<file path="config.mk">
export PLATFORM = sky130hd
export DESIGN_NAME = fetch_prefetch_unit
export DESIGN_NICKNAME = d
export VERILOG_FILES = /design/src/rtl/riscv_pkg.sv /design/src/rtl/fetch_fifo.sv /design/src/rtl/fetch_prefetch_unit.sv
export SDC_FILE = /design/constraint.sdc
export NUM_CORES = 1
export LEC_CHECK = 0
export BUFFER_PORTS_ARGS = -buffer_cell sky130_fd_sc_hd__clkbuf_2
export CAP_MARGIN = 20
export CORE_MARGIN = 3
export CORE_UTILIZATION = 60
export CTS_BUF_LIST = sky130_fd_sc_hd__clkbuf_4
export CTS_CLUSTER_DIAMETER = 50
export DETAILED_ROUTE_END_ITERATION = 16
export PLACE_DENSITY = 0.91
export SLEW_MARGIN = 20
export SYNTH_ARGS = -nofsm -noshare
export SYNTH_HDL_FRONTEND = slang
export SYNTH_HIERARCHICAL = 1
export SYNTH_SLANG_ARGS = --single-unit
</file>
<file path="constraint.sdc">
create_clock -name CLK -period 8.8 [get_ports CLK]
set_input_delay 0.44 -clock CLK [delete_from_list [all_inputs] [get_ports CLK]]
set_output_delay 0.44 -clock CLK [all_outputs]
set_load 0.02 [all_outputs]
</file>
<file path="src/rtl/riscv_pkg.sv">
// Shared fetch-path types: instruction/PC entry and the fetch FSM state.
package riscv_pkg;

    localparam int XLEN = 32;
    localparam logic [XLEN-1:0] RESET_PC = 32'h0040_0000;

    typedef struct packed {
        logic [XLEN-1:0] instr;
        logic [XLEN-1:0] pc;
    } fetch_entry_t;

    typedef enum logic {
        RUN   = 1'b0,
        DRAIN = 1'b1
    } fetch_state_t;

endpackage

</file>
<file path="src/rtl/fetch_fifo.sv">
// Synchronous FIFO of fetch entries with flush; a pop on empty and a push on
// full without a matching pop are both ignored.
module fetch_fifo
    import riscv_pkg::*;
#(
    parameter int DEPTH = 4,
    localparam int CNT_W = $clog2(DEPTH + 1),
    localparam int PTR_W = (DEPTH > 1) ? $clog2(DEPTH) : 1
) (
    input  logic             CLK,
    input  logic             RSTn,
    input  logic             flush_i,
    input  logic             push_i,
    input  fetch_entry_t     din_i,
    input  logic             pop_i,
    output fetch_entry_t     dout_o,
    output logic             full_o,
    output logic             empty_o,
    output logic [CNT_W-1:0] count_o
);

    fetch_entry_t     mem_q [DEPTH];
    logic [PTR_W-1:0] wr_ptr_q, wr_ptr_d;
    logic [PTR_W-1:0] rd_ptr_q, rd_ptr_d;
    logic [CNT_W-1:0] count_q, count_d;
    logic             do_push, do_pop;

    function automatic logic [PTR_W-1:0] ptr_inc(input logic [PTR_W-1:0] p);
        return (p == PTR_W'(DEPTH - 1)) ? '0 : p + PTR_W'(1);
    endfunction

    assign full_o  = (count_q == CNT_W'(DEPTH));
    assign empty_o = (count_q == '0);
    assign dout_o  = mem_q[rd_ptr_q];
    assign count_o = count_q;

    always_comb begin
        do_pop   = pop_i && !empty_o;
        do_push  = push_i && (!full_o || do_pop);
        wr_ptr_d = wr_ptr_q;
        rd_ptr_d = rd_ptr_q;
        count_d  = count_q;
        if (flush_i) begin
            wr_ptr_d = '0;
            rd_ptr_d = '0;
            count_d  = '0;
        end else begin
            if (do_push) wr_ptr_d = ptr_inc(wr_ptr_q);
            if (do_pop)  rd_ptr_d = ptr_inc(rd_ptr_q);
            case ({do_push, do_pop})
                2'b10:   count_d = count_q + CNT_W'(1);
                2'b01:   count_d = count_q - CNT_W'(1);
                default: count_d = count_q;
            endcase
        end
    end

    always_ff @(posedge CLK) begin
        if (!RSTn) begin
            wr_ptr_q <= '0;
            rd_ptr_q <= '0;
            count_q  <= '0;
        end else begin
            wr_ptr_q <= wr_ptr_d;
            rd_ptr_q <= rd_ptr_d;
            count_q  <= count_d;
        end
    end

    // Storage is not reset; readers only look at it while the FIFO is non-empty.
    always_ff @(posedge CLK) begin
        if (do_push && !flush_i) mem_q[wr_ptr_q] <= din_i;
    end

    assert property (@(posedge CLK) disable iff (!RSTn)
        !(push_i && full_o && !pop_i && !flush_i));

endmodule

</file>
<file path="src/rtl/fetch_prefetch_unit.sv">
// Pipelined instruction prefetcher: in-order reads, DEPTH-entry buffer, redirect
// with stale-response discard. Optional macro FETCH_BYPASS_EN: zero-latency bypass.
module fetch_prefetch_unit
    import riscv_pkg::*;
#(
    parameter int              XLEN            = riscv_pkg::XLEN,
    parameter int              DEPTH           = 4,
    parameter int              MAX_OUTSTANDING = 2,
    parameter logic [XLEN-1:0] RESET_PC        = riscv_pkg::RESET_PC
) (
    input  logic            CLK,
    input  logic            RSTn,
    input  logic            redirect_i,
    input  logic [XLEN-1:0] redirect_pc_i,
    input  logic            instr_ready_i,
    output logic            instr_valid_o,
    output logic [XLEN-1:0] instr_o,
    output logic [XLEN-1:0] instr_pc_o,
    output logic            busy_o,
    output logic            proc_req_o,
    input  logic            mem_rdy_i,
    output logic [XLEN-1:0] addr_o,
    output logic            we_o,
    output logic [XLEN-1:0] wdata_o,
    input  logic [XLEN-1:0] rdata_i,
    input  logic            valid_i
);

    localparam int CNT_W = $clog2(DEPTH + 1);
    localparam int OUT_W = $clog2(MAX_OUTSTANDING + 1);

    logic [XLEN-1:0]  fetch_pc_q, fetch_pc_d;
    logic [OUT_W-1:0] discard_q, discard_d;
    fetch_state_t     state_q, state_d;

    logic             fifo_push, fifo_pop, fifo_flush, fifo_full, fifo_empty;
    fetch_entry_t     fifo_din, fifo_dout;
    logic [CNT_W-1:0] fifo_count;
    logic             tag_full, tag_empty;
    fetch_entry_t     tag_din, tag_dout;
    logic [OUT_W-1:0] tag_count;
    logic             handshake, resp, bypass_hit;
    logic             unused_bits;

    // The tag queue holds one PC per accepted request, so its fill level is
    // the outstanding count; every response (kept or dropped) retires a tag.
    assign resp      = valid_i && !tag_empty;
    assign proc_req_o = RSTn && !redirect_i && !tag_full &&
                        ((int'(fifo_count) + int'(tag_count) - int'(discard_q)) < DEPTH);
    assign handshake = proc_req_o && mem_rdy_i;
    assign tag_din   = '{instr: '0, pc: fetch_pc_q};
    assign fifo_din  = '{instr: rdata_i, pc: tag_dout.pc};
    assign addr_o    = fetch_pc_q;
    assign we_o      = 1'b0;
    assign wdata_o   = '0;
    assign busy_o    = !instr_valid_o;
    assign unused_bits = ^{tag_dout.instr, fifo_full};

    fetch_fifo #(.DEPTH(DEPTH)) u_instr_fifo (
        .CLK     (CLK),
        .RSTn    (RSTn),
        .flush_i (fifo_flush),
        .push_i  (fifo_push),
        .din_i   (fifo_din),
        .pop_i   (fifo_pop),
        .dout_o  (fifo_dout),
        .full_o  (fifo_full),
        .empty_o (fifo_empty),
        .count_o (fifo_count)
    );

    fetch_fifo #(.DEPTH(MAX_OUTSTANDING)) u_tag_fifo (
        .CLK     (CLK),
        .RSTn    (RSTn),
        .flush_i (1'b0),
        .push_i  (handshake),
        .din_i   (tag_din),
        .pop_i   (resp),
        .dout_o  (tag_dout),
        .full_o  (tag_full),
        .empty_o (tag_empty),
        .count_o (tag_count)
    );

    always_comb begin
        bypass_hit = 1'b0;
`ifdef FETCH_BYPASS_EN
        bypass_hit = fifo_empty && resp && (discard_q == '0) && !redirect_i;
`endif
        instr_valid_o = !fifo_empty || bypass_hit;
        instr_o       = '0;
        instr_pc_o    = '0;
        if (!fifo_empty) begin
            instr_o    = fifo_dout.instr;
            instr_pc_o = fifo_dout.pc;
        end else if (bypass_hit) begin
            instr_o    = rdata_i;
            instr_pc_o = tag_dout.pc;
        end
    end

    always_comb begin
        fetch_pc_d = fetch_pc_q;
        discard_d  = discard_q;
        fifo_flush = 1'b0;
        fifo_push  = 1'b0;
        fifo_pop   = 1'b0;
        if (redirect_i) begin
            // A response landing in the redirect cycle is already stale.
            fifo_flush = 1'b1;
            fetch_pc_d = redirect_pc_i;
            discard_d  = resp ? tag_count - OUT_W'(1) : tag_count;
        end else begin
            if (handshake) fetch_pc_d = fetch_pc_q + XLEN'(4);
            fifo_pop = !fifo_empty && instr_ready_i;
            if (resp) begin
                if (discard_q != '0) discard_d = discard_q - OUT_W'(1);
                else                 fifo_push = !(bypass_hit && instr_ready_i);
            end
        end

        state_d = state_q;
        case (state_q)
            RUN:     if (discard_d != '0) state_d = DRAIN;
            DRAIN:   if (discard_d == '0) state_d = RUN;
            default: state_d = RUN;
        endcase
    end

    always_ff @(posedge CLK) begin
        if (!RSTn) begin
            fetch_pc_q <= RESET_PC;
            discard_q  <= '0;
            state_q    <= RUN;
        end else begin
            fetch_pc_q <= fetch_pc_d;
            discard_q  <= discard_d;
            state_q    <= state_d;
        end
    end

endmodule

</file>
==> Yosys cells after proc, flatten, opt, wreduce, memory -nomap -nowiden <==
Memories as Yosys holds them, arrays and structs flattened. A register that Yosys moved wholly into a read port is not among the register bits.
Cells that the tools add are included.
{ "totals": {"ramBits": 320, "output_inout_bits": 132, "reg_bits": 45, "in_bits": 70, "elab_cells": 88, "n_memories": 2} }
{ "classes": {"n_mux": 27, "reduce_logical": 29, "addsub": 12, "n_lt_le_gt_ge": 1, "n_eq_ne": 8, "bitwise": 1} }
{ "memory_table": {"columns": ["memory", "depth", "word_bits", "read_ports", "rd_ports_with_merged_regs", "wr", "line_no", "source"], "rows": [
  ["u_instr_fifo.mem_q", 4, 64, 1, 1, 1, "fetch_fifo.sv:22", "fetch_entry_t mem_q [DEPTH];"],
  ["u_tag_fifo.mem_q", 2, 32, 1, 1, 1, "fetch_fifo.sv:22", null]
]} }
{ "ops": {"columns": ["cell", "count"], "rows": [
  ["2-to-1 mux 32 bit", 4],
  ["adder 32 x 3 -> 32 bit (second input constant)", 1],
  ["2-to-1 mux 2 bit", 8],
  ["2-to-1 mux 1 bit", 13],
  ["nonzero test 2 bit", 6],
  ["logical AND 1 bit", 11],
  ["equality test 2 bit (second input constant)", 5],
  ["adder 2 x 1 -> 2 bit (second input constant)", 3],
  ["zero test 1 bit", 6],
  ["one-hot mux 3 bit (2 select lines)", 1],
  ["less-than comparator 5 x 4 -> 1 bit (second input constant)", 1],
  ["subtractor 4 x 2 -> 5 bit", 1],
  ["adder 3 x 2 -> 4 bit", 1],
  ["equality test 2 x 1 -> 1 bit (second input constant)", 2],
  ["one-hot mux 2 bit (2 select lines)", 1],
  ["subtractor 2 x 1 -> 2 bit (second input constant)", 2],
  ["adder 3 x 1 -> 3 bit (second input constant)", 1],
  ["equality test 3 bit (second input constant)", 1],
  ["zero test 3 bit", 1],
  ["subtractor 3 x 1 -> 3 bit (second input constant)", 1],
  ["adder 1 bit (second input constant)", 2],
  ["zero test 2 bit", 1],
  ["logical OR 1 bit", 2],
  ["AND reduction 2 bit", 1],
  ["2 further kinds", 2]
]} }

==> Depth between registers and ports, before layout <==
Gate-level depths: netlist (run 1).
{ "depth": {"word_depth": 10, "mapped_depth": 13, "mapped_depth_nobuf": 11} }

==> Modules after synthesis <==
Netlist (run 1), hierarchy kept.
{ "modules_own_cells": {"columns": ["module", "cells_per_inst", "instances", "area_each_um2", "seq_area_each_um2"], "rows": [
  ["fetch_fifo (u_instr_fifo)", 389, 1, 9733.1, 7867.5],
  ["fetch_fifo (u_tag_fifo)", 230, 1, 4894.7, 3943.8],
  ["fetch_prefetch_unit", 399, 1, 3044.2, 680.7]
]} }

==> Worst setup path after synthesis (run 1) <==
No wires, ideal clock.
{ "synth_timing": {"path_kind": "register to register", "from": "register u_instr_fifo.count_q[1], in the netlist u_instr_fifo/count_o[1]", "to": "memory u_tag_fifo/mem_q[0][0] (netlist name) (enable)", "setup_time_ns": 0.565, "n_path_buf": 1, "path_stages_with_launch": 12, "required_time_ns": 8.235, "t_arrival_ns": 6.771, "slack_ns": 1.464, "period_less_slack_ns": 7.336, "path_cell_list": "dfxtp_1 -> inv_1 -> fa_1 -> inv_1 -> ha_1 -> and3b_4 -> nor4_2 -> o311ai_2 -> inv_2 -> buf_2 -> o21ai_2 -> nor3_1"} }
{ "synth_via": {"elab_chain_cells": 8} }
{ "synth_lines": {"columns": ["element", "line_no", "source"], "rows": [
  ["start: declaration", "fetch_fifo.sv:25", "logic [CNT_W-1:0] count_q, count_d;"],
  ["start signal: assignment", "fetch_fifo.sv:66", "count_q <= count_d;"],
  ["adder 3 x 2 -> 4 bit", "fetch_prefetch_unit.sv:49", "((int'(fifo_count) + int'(tag_count) - int'(discard_q)) < DEPTH);"],
  ["subtractor 4 x 2 -> 5 bit", "fetch_prefetch_unit.sv:49", null],
  ["less-than comparator 5 x 4 -> 1 bit", "fetch_prefetch_unit.sv:49", null],
  ["logical AND 1 bit", "fetch_prefetch_unit.sv:48", "assign proc_req_o = RSTn && !redirect_i && !tag_full &&"],
  ["logical AND 1 bit", "fetch_prefetch_unit.sv:50", "assign handshake = proc_req_o && mem_rdy_i;"],
  ["via handshake", "fetch_prefetch_unit.sv:42", "logic handshake, resp, bypass_hit;"],
  ["logical AND 1 bit", "fetch_fifo.sv:39", "do_push = push_i && (!full_o || do_pop);"],
  ["2-to-1 mux 1 bit", "fetch_fifo.sv:72", "if (do_push && !flush_i) mem_q[wr_ptr_q] <= din_i;"],
  ["2-to-1 mux 1 bit (implied by the code)", "fetch_fifo.sv:72", null],
  ["end: declaration", "fetch_fifo.sv:22", null]
]} }
The timed path passes the listed nets, and every way through them passes these cells.

==> Worst setup path after layout (run 1) <==
{ "layout_timing": {"from": "register u_tag_fifo.count_q[1], in the netlist u_tag_fifo/count_o[1]", "to": "memory u_tag_fifo/mem_q[1][31] (netlist name) (enable)"} }
{ "layout_via": {"elab_chain_cells": 8, "elab_cells_between_ends": 16, "cone_classes": "2 x add/sub; 1 x order compare; 1 x eq/ne; 2 x mux; 10 x reduce/logical"} }
{ "layout_lines": {"columns": ["element", "line_no"], "rows": [
  ["start: declaration", "fetch_fifo.sv:25"],
  ["start signal: assignment", "fetch_fifo.sv:66"],
  ["adder 3 x 2 -> 4 bit (tied with other cells)", "fetch_prefetch_unit.sv:49"],
  ["subtractor 4 x 2 -> 5 bit (tied with other cells)", "fetch_prefetch_unit.sv:49"],
  ["less-than comparator 5 x 4 -> 1 bit (tied with other cells)", "fetch_prefetch_unit.sv:49"],
  ["logical AND 1 bit (on tied branches)", "fetch_prefetch_unit.sv:48, fetch_fifo.sv:38"],
  ["logical AND 1 bit or logical OR 1 bit (tied branches)", "fetch_prefetch_unit.sv:50, fetch_fifo.sv:39"],
  ["logical AND 1 bit (*)", "fetch_fifo.sv:39"],
  ["2-to-1 mux 1 bit (*)", "fetch_fifo.sv:72"],
  ["2-to-1 mux 1 bit (implied by the code) (*)", "fetch_fifo.sv:72"]
]} }
Mark *: on every way between the ends. The rest lies on a longest branch, timed or not.

==> impl_metrics.env, run 1 <==
export IMPL_grt_pass1_wl_mm=52.0
export IMPL_start_util_pct=62.1
export IMPL_rows=57
export IMPL_ant_nets=0
export IMPL_die_area_um2=27600
export IMPL_dp_cells=1377
export IMPL_clock_skew_ns=0.0411
export IMPL_cts_setup_buffers=0
export IMPL_final_cells=1583
export IMPL_drt_first_pass_iters=6
export IMPL_power_density_nw_per_um2=196
export IMPL_grt_usage_pct=24.1
export IMPL_cts_buffer_depth=3
export IMPL_hold_violations=0
export IMPL_end_kind="register"
export IMPL_outcome="finished, final reports clean"
export IMPL_grt_start_max_net_pins=66
export IMPL_core_um2=24700
export IMPL_antenna_found_initial=1
export IMPL_clock_latency_ns=0.73
export IMPL_rsz0062_at_grt="false"
export IMPL_cp_slowest_cell="dfxtp_1"
export IMPL_cpPeakStageDelay_ns=0.50
export IMPL_setup_viol=0
export IMPL_swShare_pct=21.5
export IMPL_p_seq_share_pct=54.5
export IMPL_path_delay_family="buffers and inverters"
export IMPL_drc=0
export IMPL_p_switching_mw=0.760
export IMPL_fmax_mhz=261
export IMPL_avgRoutedWirePerCell_um=21.5
export IMPL_period_minus_slack_ns=3.83
export IMPL_gp_congestion=0.899
export IMPL_maxSlewViolCount=0
export IMPL_relSlewSlack_pct=33.2
export IMPL_power_frac_comb_pct=3.9
export IMPL_clock_sinks=368
export IMPL_worstMarginPinSlew_ns=1.00
export IMPL_syn2layout_area_growth_pct=17.3
export IMPL_cp_data_arrival_time_ns=4.16
export IMPL_via_count=9276
export IMPL_h_tree_depth=3
export IMPL_drt_total_wl_mm=34.0
export IMPL_clkPwrFrac_pct=41.6
export IMPL_grt_pass1_vias=9582
export IMPL_drive_gt1_share_pct=35.8
export IMPL_fin_tns_setup_ns=0
export IMPL_cts_tree="done"
export IMPL_required_ns=9.13
export IMPL_hpwlAfterDp_mm=20.2
export IMPL_postCtsHoldBufs=46
export IMPL_rrSetupSlack_ns=4.97
export IMPL_hp_class="in2reg"
export IMPL_syn_inst=919
export IMPL_cpMostUsedCell="inv_1"
export IMPL_power_mw=3.53
export IMPL_p_leak_nw=6.27
export IMPL_intPower_mw=2.77
export IMPL_clk_pin_slew_worst_paths_ns=0.06
export IMPL_cp_num_buf_inv=4
export IMPL_pin_count=202
export IMPL_cts_made_buffers=90
export IMPL_timing_final_crit_share_pct=43.6
export IMPL_worst_setup_path_start_kind="register"
export IMPL_nFillCells=1458
export IMPL_die_x_um=166
export IMPL_path_cells="inv_1 > fa_1 > inv_1 > ha_1 > and3b_4 > nor4_2 > o311ai_2 > inv_2 > o21ai_2 > nor3_2 > buf_4"
export IMPL_maxCapViolCount=0
export IMPL_nets=1276
export IMPL_clock_root_buffer="clkbuf_4"
export IMPL_peakVddDrop_mv=0.124
export IMPL_drt_initial_drc_count=940
export IMPL_crit_type="reg2reg"
export IMPL_path_max_fanout=32
export IMPL_cts_resized=0
export IMPL_syn_area_per_cell_um2=16.7
export IMPL_die_h_um=166
export IMPL_syn_area_um2=15400
export IMPL_ys_warnings_count=6
export IMPL_overflow=0
export IMPL_drt_vias_per_instance=5.86
export IMPL_port_buffers=168
==> flip-flops by register name (all words and copies together) (netlist names), 2 cells and up, named ones only <==
signal                 cells
discard_q                  2
u_instr_fifo/count_o       3
u_instr_fifo/mem_q       256
u_instr_fifo/rd_ptr_q      2
u_instr_fifo/wr_ptr_q      2
u_tag_fifo/count_o         2
addr_o                    32
u_tag_fifo/mem_q          64
==> per-layer routing <==
metal / vias up / track usage, % / share of wire [%] / wire [um]
li1: 4119 / - / - / -
met4: 0 / 9.08 / 2.4 / 826
met3: 71 / 6.47 / 8.4 / 2870
met5: - / 0 / 0 / 0
met1: 4573 / 30.7 / 37 / 12700
met2: 513 / 40.1 / 52 / 17600
==> worst paths after layout <==
kind / from / to / cells after the start
worst min register to register: addr_o[1] / u_tag_fifo/mem_q[1][1] / 0
worst max register to register: u_tag_fifo/count_o[1] / u_tag_fifo/mem_q[1][31] / 11
worst max-delay path: u_tag_fifo/count_o[1] / u_tag_fifo/mem_q[1][31] / 11
worst min-delay path: redirect_pc_i[28] / addr_o[28] / 3
==> worst min-delay path: stages <==
cell and delay, ns:
clkbuf_2 0.08, o21ai_0 0.06, nor3_1 0.11
==> stage by stage <==
stage	hold WS, ns	worst slack (ns)	area, um2	utilization, %
final	0.0592	4.97	18000	72.8
after global routing	0.0265	4.70	18000	72.8
after CTS	0.00732	4.99	18000	72.8
after detailed placement	0.499	5.03	16300	66.0
after global placement	0.465	5.11	16300	66.0
after floorplan	0.463	2.15	15500	-
==> placed cells by master, fill, tap and decap left out, types with 5 or more instances in the layout <==
cell type / instances
a211oi_1: 12
a21oi_1: 21
a311oi_1: 15
and3_1: 6
and4_1: 7
buf_4: 11
clkbuf_2: 168
clkbuf_4: 135
clkinv_1: 14
clkinv_2: 5
conb_1: 36
dfxtp_1: 46
dlygate4sd3_1: 46
edfxtp_1: 320
ha_1: 13
inv_1: 22
mux2_2: 32
mux2i_1: 5
mux4_2: 64
nand2_1: 21
nand3_1: 16
nand4_1: 11
nor2_1: 19
nor2b_1: 73
nor3_1: 9
nor4_1: 5
o21ai_0: 37
or3_1: 5
xnor2_1: 14
==> cell type report <==
class / count / area (um2) / area share (%)
sequential: 368 / 10600 / 58.7
clock buffer: 135 / 1010 / 5.63
tap: 324 / 405 / 2.25
timing repair buffer: 225 / 1380 / 7.68
inverter: 26 / 97.6 / 0.542
antenna: 1 / 2.50 / 0.0139
clock inverter: 24 / 211 / 1.17
multi-input combinational: 480 / 4320 / 24.0
==> power groups by stage <==
stage / registers (mW) / logic (mW) / clock network (mW)
after global routing: 1.93 / 0.147 / 1.59
after global placement: 1.96 / 0.112 / 0
after detailed placement: 1.96 / 0.117 / 0
after floorplan: 1.97 / 0.0698 / 0
after CTS: 1.93 / 0.135 / 1.50
final: 1.93 / 0.136 / 1.47
(Power assumes the default switching activity.)
==> run 2: changes to the inputs <==
==> constraint.sdc (replaced) <==
create_clock -name CLK -period 3.8 [get_ports CLK]
set_input_delay 0.19 -clock CLK [delete_from_list [all_inputs] [get_ports CLK]]
set_output_delay 0.19 -clock CLK [all_outputs]
set_load 0.02 [all_outputs]
==> run 2 against run 1 <==
First-iteration DRC count decreased by 3.6%. Clock power increased by 130%. Clock skew increased by 0.0053 ns. Critical endpoint is now addr_o[5]. Largest cell class unchanged.
==> impl_metrics.env, run 2 (synthesized netlist as in run 1, its figures left out) <==
export IMPL_core_um2=24700
export IMPL_via_count=9254
export IMPL_drc=0
export IMPL_fmax_mhz=283
export IMPL_path_delay_family="buffers and inverters"
export IMPL_maxCapViolCount=0
export IMPL_clock_sinks=368
export IMPL_clock_latency_ns=0.67
export IMPL_hpwlAfterDp_mm=19.0
export IMPL_mostFrequentLayoutCell="edfxtp_1"
export IMPL_layout_common_cells="edfxtp_1, clkbuf_2, clkbuf_4"
export IMPL_p_leak_nw=6.46
export IMPL_grt_usage_pct=23.5
export IMPL_hold_start="valid_i"
export IMPL_end_kind="register"
export IMPL_drt_initial_drc_count=906
export IMPL_setup_viol=0
export IMPL_die_area_um2=27600
export IMPL_cp_data_arrival_time_ns=4.15
export IMPL_largest_reg_flops=256
export IMPL_dp_cells=1385
export IMPL_required_ns=4.41
export IMPL_nets=1307
export IMPL_worst_setup_path_start_kind="register"
export IMPL_final_cells=1614
export IMPL_rows=57
export IMPL_cp_slowest_cell="dlygate4sd3_1"
export IMPL_drt_total_wl_mm=32.4
export IMPL_clock_root_buffer="clkbuf_4"
export IMPL_drive_gt1_share_pct=35.8
export IMPL_path_max_fanout=11
export IMPL_hold_depth=5
export IMPL_outcome="finished, final reports clean"
export IMPL_pin_count=202
export IMPL_cpPeakStageDelay_ns=0.57
export IMPL_path_cells="inv_1 > fa_1 > inv_1 > ha_1 > and3b_4 > nor4_2 > o311ai_2 > buf_4 > or3_1 > a31oi_1 > dlygate4sd3_1"
export IMPL_grt_start_max_net_pins=66
export IMPL_cts_resized=0
export IMPL_hp_class="in2reg"
export IMPL_drt_first_pass_iters=7
export IMPL_reg2reg_to="addr_o[5]"
export IMPL_clock_skew_ns=0.0464
export IMPL_clk_pin_slew_worst_paths_ns=0.06
export IMPL_cts_tree="done"
export IMPL_drt_vias_per_instance=5.73
export IMPL_relSlewSlack_pct=34.1
export IMPL_maxSlewViolCount=0
export IMPL_dp_worst_setup_slack_ns=0.526
export IMPL_avgRoutedWirePerCell_um=20.1
export IMPL_grt_pass1_wl_mm=51.6
export IMPL_finalWorstSetupSlack_ns=0.264
export IMPL_cp_num_buf_inv=4
export IMPL_die_h_um=166
export IMPL_worstHoldEndpoint="discard_q[1]"
export IMPL_rsz0062_at_grt="false"
export IMPL_ant_nets=0
export IMPL_crit_type="reg2reg"
export IMPL_gp_congestion=0.871
export IMPL_rrSetupSlack_ns=0.26
export IMPL_largest_register="u_instr_fifo/mem_q"
export IMPL_hold_violations=0
export IMPL_power_density_nw_per_um2=445
export IMPL_cts_buffer_depth=3
export IMPL_grt_pass1_vias=9670
export IMPL_syn2layout_area_growth_pct=19.9
export IMPL_h_tree_depth=3
export IMPL_die_x_um=166
export IMPL_period_minus_slack_ns=3.54
export IMPL_reg2regPathDepth=11
export IMPL_timing_final_crit_share_pct=93.0
export IMPL_reg2reg_from="u_tag_fifo/count_o[1]"
export IMPL_cts_made_buffers=91
export IMPL_overflow=0
export IMPL_start_util_pct=62.1
export IMPL_antenna_found_initial=1
export IMPL_cts_setup_buffers=0
export IMPL_port_buffers=168
export IMPL_worstMarginPinSlew_ns=0.989
export IMPL_cpMostUsedCell="inv_1"
export IMPL_peakVddDrop_mv=0.239
run 2: cell types whose count changed in the layout (fill, tap and decap cells not counted), moves of 4 or more:
cell and delta:
dlygate4sd3_1 +22, buf_12 +6, nor3b_2 -4, nor3b_4 +4
run 2: worst max path at each step:
stage,depth (start not counted),start,to
after global routing,11,u_instr_fifo/count_o[1],addr_o[5]
after CTS,9,u_instr_fifo/count_o[1],proc_req_o
after floorplan,6,u_instr_fifo/count_o[1],u_instr_fifo/mem_q[0][0]
final,11,u_tag_fifo/count_o[1],addr_o[5]
after global placement,11,u_instr_fifo/count_o[1],u_tag_fifo/mem_q[0][23]
after detailed placement,11,u_tag_fifo/count_o[1],u_tag_fifo/mem_q[0][21]
run 2: worst min-delay path: cells and delay by family:
kind | cells | cell delay, ns
buf+inv | 1 | 0.08
simple gates | 2 | 0.22
compound gates | 2 | 0.24
run 2: routing by layer:
| metal | GRT usage [%] | wire, um | up-vias |
|---|---|---|---|
| met1 | 31.2 | 13000 | 4541 |
| met4 | 8.35 | 648 | 0 |
| li1 | - | - | 4190 |
| met5 | 0 | 0 | - |
| met3 | 4.88 | 2270 | 58 |
| met2 | 39.3 | 16500 | 465 |
run 2: through the flow:
step | power [mW] | area [um2] | util (%) | hold WS, ns | TNS [ns]
2_1_floorplan | 4.72 | 15500 | - | 0.289 | -145.63
3_3_place_gp | 4.80 | 16500 | 66.7 | 0.405 | 0
3_5_place_dp | 4.82 | 16500 | 66.7 | 0.411 | 0
4_1_cts | 8.26 | 18400 | 74.4 | 0.0265 | 0
5_1_grt | 8.53 | 18400 | 74.4 | 0.0715 | 0
6_report | 8.19 | 18400 | 74.4 | 0.0837 | 0
run 2: cell type report:
cell class	instances	area, um2
multi-input combinational	480	4360
tap	324	405
antenna	1	2.50
timing repair buffer	255	1740
sequential	368	10600
inverter	26	97.6
clock inverter	24	210
fill	1381	6330
clock buffer	136	1020
run 2: timing repair:
item | 4_1_cts | 5_1_grt
hold buffers | 68 | 0
endpoints found under the hold margin | 160 | 0
endpoints found under the setup margin | 0 | 0
run 2: power by group:
group	internal [mW]	total, mW	switching, mW
registers	4.40	4.46	0.0546
logic	0.139	0.344	0.205
clock network	1.91	3.39	1.48
==> run 3: changes to the inputs <==
--- a/config.mk
+++ b/config.mk
@@ -8,11 +8,11 @@
 export BUFFER_PORTS_ARGS = -buffer_cell sky130_fd_sc_hd__clkbuf_2
 export CAP_MARGIN = 20
 export CORE_MARGIN = 3
-export CORE_UTILIZATION = 60
+export CORE_UTILIZATION = 25
 export CTS_BUF_LIST = sky130_fd_sc_hd__clkbuf_4
 export CTS_CLUSTER_DIAMETER = 50
 export DETAILED_ROUTE_END_ITERATION = 16
-export PLACE_DENSITY = 0.91
+export PLACE_DENSITY = 0.5
 export SLEW_MARGIN = 20
 export SYNTH_ARGS = -nofsm -noshare
 export SYNTH_HDL_FRONTEND = slang
==> run 3 against run 2 <==
Via count grew 0.68%. Worst hold slack improved by 0.058 ns. Fmax is 1.2% lower. Final area grew 7.1%. Power up 2.6%. Flip-flop and latch count did not move. Routed wire length increased by 20%. Critical path depth fell by 1. Combinational power is 17% higher. Die area rose by 130%. Sequential power is essentially flat. Highest routed layer unchanged.
==> impl_metrics.env, run 3 (synthesized netlist as in run 1, its figures left out) <==
export IMPL_clk_pin_slew_worst_paths_ns=0.07
export IMPL_grt_start_max_net_pins=66
export IMPL_start_util_pct=25.4
export IMPL_cts_tree="done"
export IMPL_hp_class="in2reg"
export IMPL_drt_total_wl_mm=39.0
export IMPL_grt_usage_pct=12.2
export IMPL_cts_made_buffers=103
export IMPL_clock_skew_ns=0.0861
export IMPL_overflow=0
export IMPL_cpPeakStageDelay_ns=0.57
export IMPL_drt_first_pass_iters=5
export IMPL_fmax_mhz=279
export IMPL_power_density_nw_per_um2=427
export IMPL_clock_root_buffer="clkbuf_4"
export IMPL_via_count=9317
export IMPL_layout_common_cells="edfxtp_1, clkbuf_2, clkbuf_4"
export IMPL_drive_gt1_share_pct=35.4
export IMPL_antenna_found_initial=3
export IMPL_p_leak_nw=6.80
export IMPL_core_um2=60600
export IMPL_worstMarginPinSlew_ns=0.929
export IMPL_h_tree_depth=3
export IMPL_end_kind="register"
export IMPL_nets=1382
export IMPL_path_delay_family="adder cells"
export IMPL_hpwlAfterDp_mm=24.1
export IMPL_rows=90
export IMPL_required_ns=4.46
export IMPL_syn2layout_area_growth_pct=28.3
export IMPL_outcome="finished, final reports clean"
export IMPL_final_cells=2159
export IMPL_nFillCells=6027
export IMPL_drt_vias_per_instance=4.32
export IMPL_die_h_um=254
export IMPL_drc=0
export IMPL_gp_congestion=0.746
export IMPL_worst_setup_path_start_kind="register"
export IMPL_port_buffers=168
export IMPL_cp_data_arrival_time_ns=4.24
export IMPL_cpMostUsedCell="inv_1"
export IMPL_dpl_cell_area_um2=17100
export IMPL_grt_pass1_vias=9945
export IMPL_maxSlewViolCount=0
export IMPL_ant_nets=0
export IMPL_largest_register="u_instr_fifo/mem_q"
export IMPL_path_max_fanout=10
export IMPL_peakVddDrop_mv=0.174
export IMPL_largest_reg_flops=256
export IMPL_cts_buffer_depth=3
export IMPL_pin_count=202
export IMPL_cp_slowest_cell="or4_4"
export IMPL_dp_cells=1848
export IMPL_crit_type="reg2reg"
export IMPL_drt_initial_drc_count=464
export IMPL_die_x_um=254
export IMPL_die_area_um2=64500
export IMPL_timing_final_crit_share_pct=94.2
export IMPL_period_minus_slack_ns=3.58
export IMPL_setup_viol=0
export IMPL_mostFrequentLayoutCell="edfxtp_1"
export IMPL_maxCapViolCount=0
export IMPL_path_cells="inv_1 > fa_1 > inv_1 > ha_1 > and3b_4 > or4_4 > a311oi_1 > xnor2_1 > a21oi_1 > dlygate4sd3_1"
export IMPL_avgRoutedWirePerCell_um=18.1
export IMPL_cts_setup_buffers=0
export IMPL_grt_pass1_wl_mm=59.3
export IMPL_relSlewSlack_pct=38.1
export IMPL_design_area_um2=19700
export IMPL_rsz0062_at_grt="false"
export IMPL_cp_num_buf_inv=3
export IMPL_clock_sinks=368
export IMPL_hold_violations=0
export IMPL_clock_latency_ns=0.82
run 3: where the power goes:
part | switching, mW | internal, mW
Combinational | 0.215 | 0.189
Sequential | 0.0609 | 4.40
Clock | 1.63 | 1.92
Total | 1.90 | 6.51
run 3: per-layer routing:
metal  GRT usage [%]  vias up  wire length, um
met2            19.7      285            18200
met3            3.40       67             2360
met1            15.7     4644            17600
li1                -     4321                -
met4            4.87        0              863
met5               0        -                0
run 3: final timing paths:
kind	endpoint	depth (start not counted)	from	slack (ns)
worst min-delay path	addr_o[29]	5	redirect_i	0.14
worst max register to register	addr_o[12]	10	u_instr_fifo/count_o[1]	0.22
worst max-delay path	addr_o[12]	10	u_instr_fifo/count_o[1]	0.22
worst min register to register	u_tag_fifo/mem_q[1][1]	0	addr_o[1]	0.48
run 3: tightest hold or removal path, cell delays in order:
cell and delay [ns]:
clkbuf_2 0.10, clkinv_1 0.09, buf_4 0.25, nand4_1 0.11
nor3b_1 0.14
run 3: timing repair:
| item | CTS | global route |
|---|---|---|
| endpoints found under the hold margin | 166 | 0 |
| resized for setup | 0 | 2 |
| setup endpoints to repair | 0 | 2 |
| hold buffers | 126 | 0 |
run 3: per-stage QoR:
step	hold slack [ns]	setup TNS [ns]	setup slack [ns]	utilization [%]	power, mW
floorplan	0.289	-145.63	-0.569	-	4.72
global placement	0.407	0	0.693	28.3	4.83
detailed placement	0.414	0	0.682	28.3	4.84
CTS	0.00679	0	0.0322	32.5	8.58
global route	0.0698	0	0.0247	32.5	8.86
finish	0.142	0	0.221	32.5	8.41
run 3: area by class of cell:
cell class / count / area (um2) / share of cell area, %
Inverter: 26 / 97.6 / 0.495
Timing Repair Buffer: 318 / 2370 / 12.0
Sequential cell: 368 / 10600 / 53.7
Tap cell: 782 / 978 / 4.96
Multi-Input combinational cell: 480 / 4380 / 22.2
Antenna cell: 3 / 7.51 / 0.0381
Clock inverter: 20 / 86.3 / 0.438
Clock buffer: 162 / 1220 / 6.17
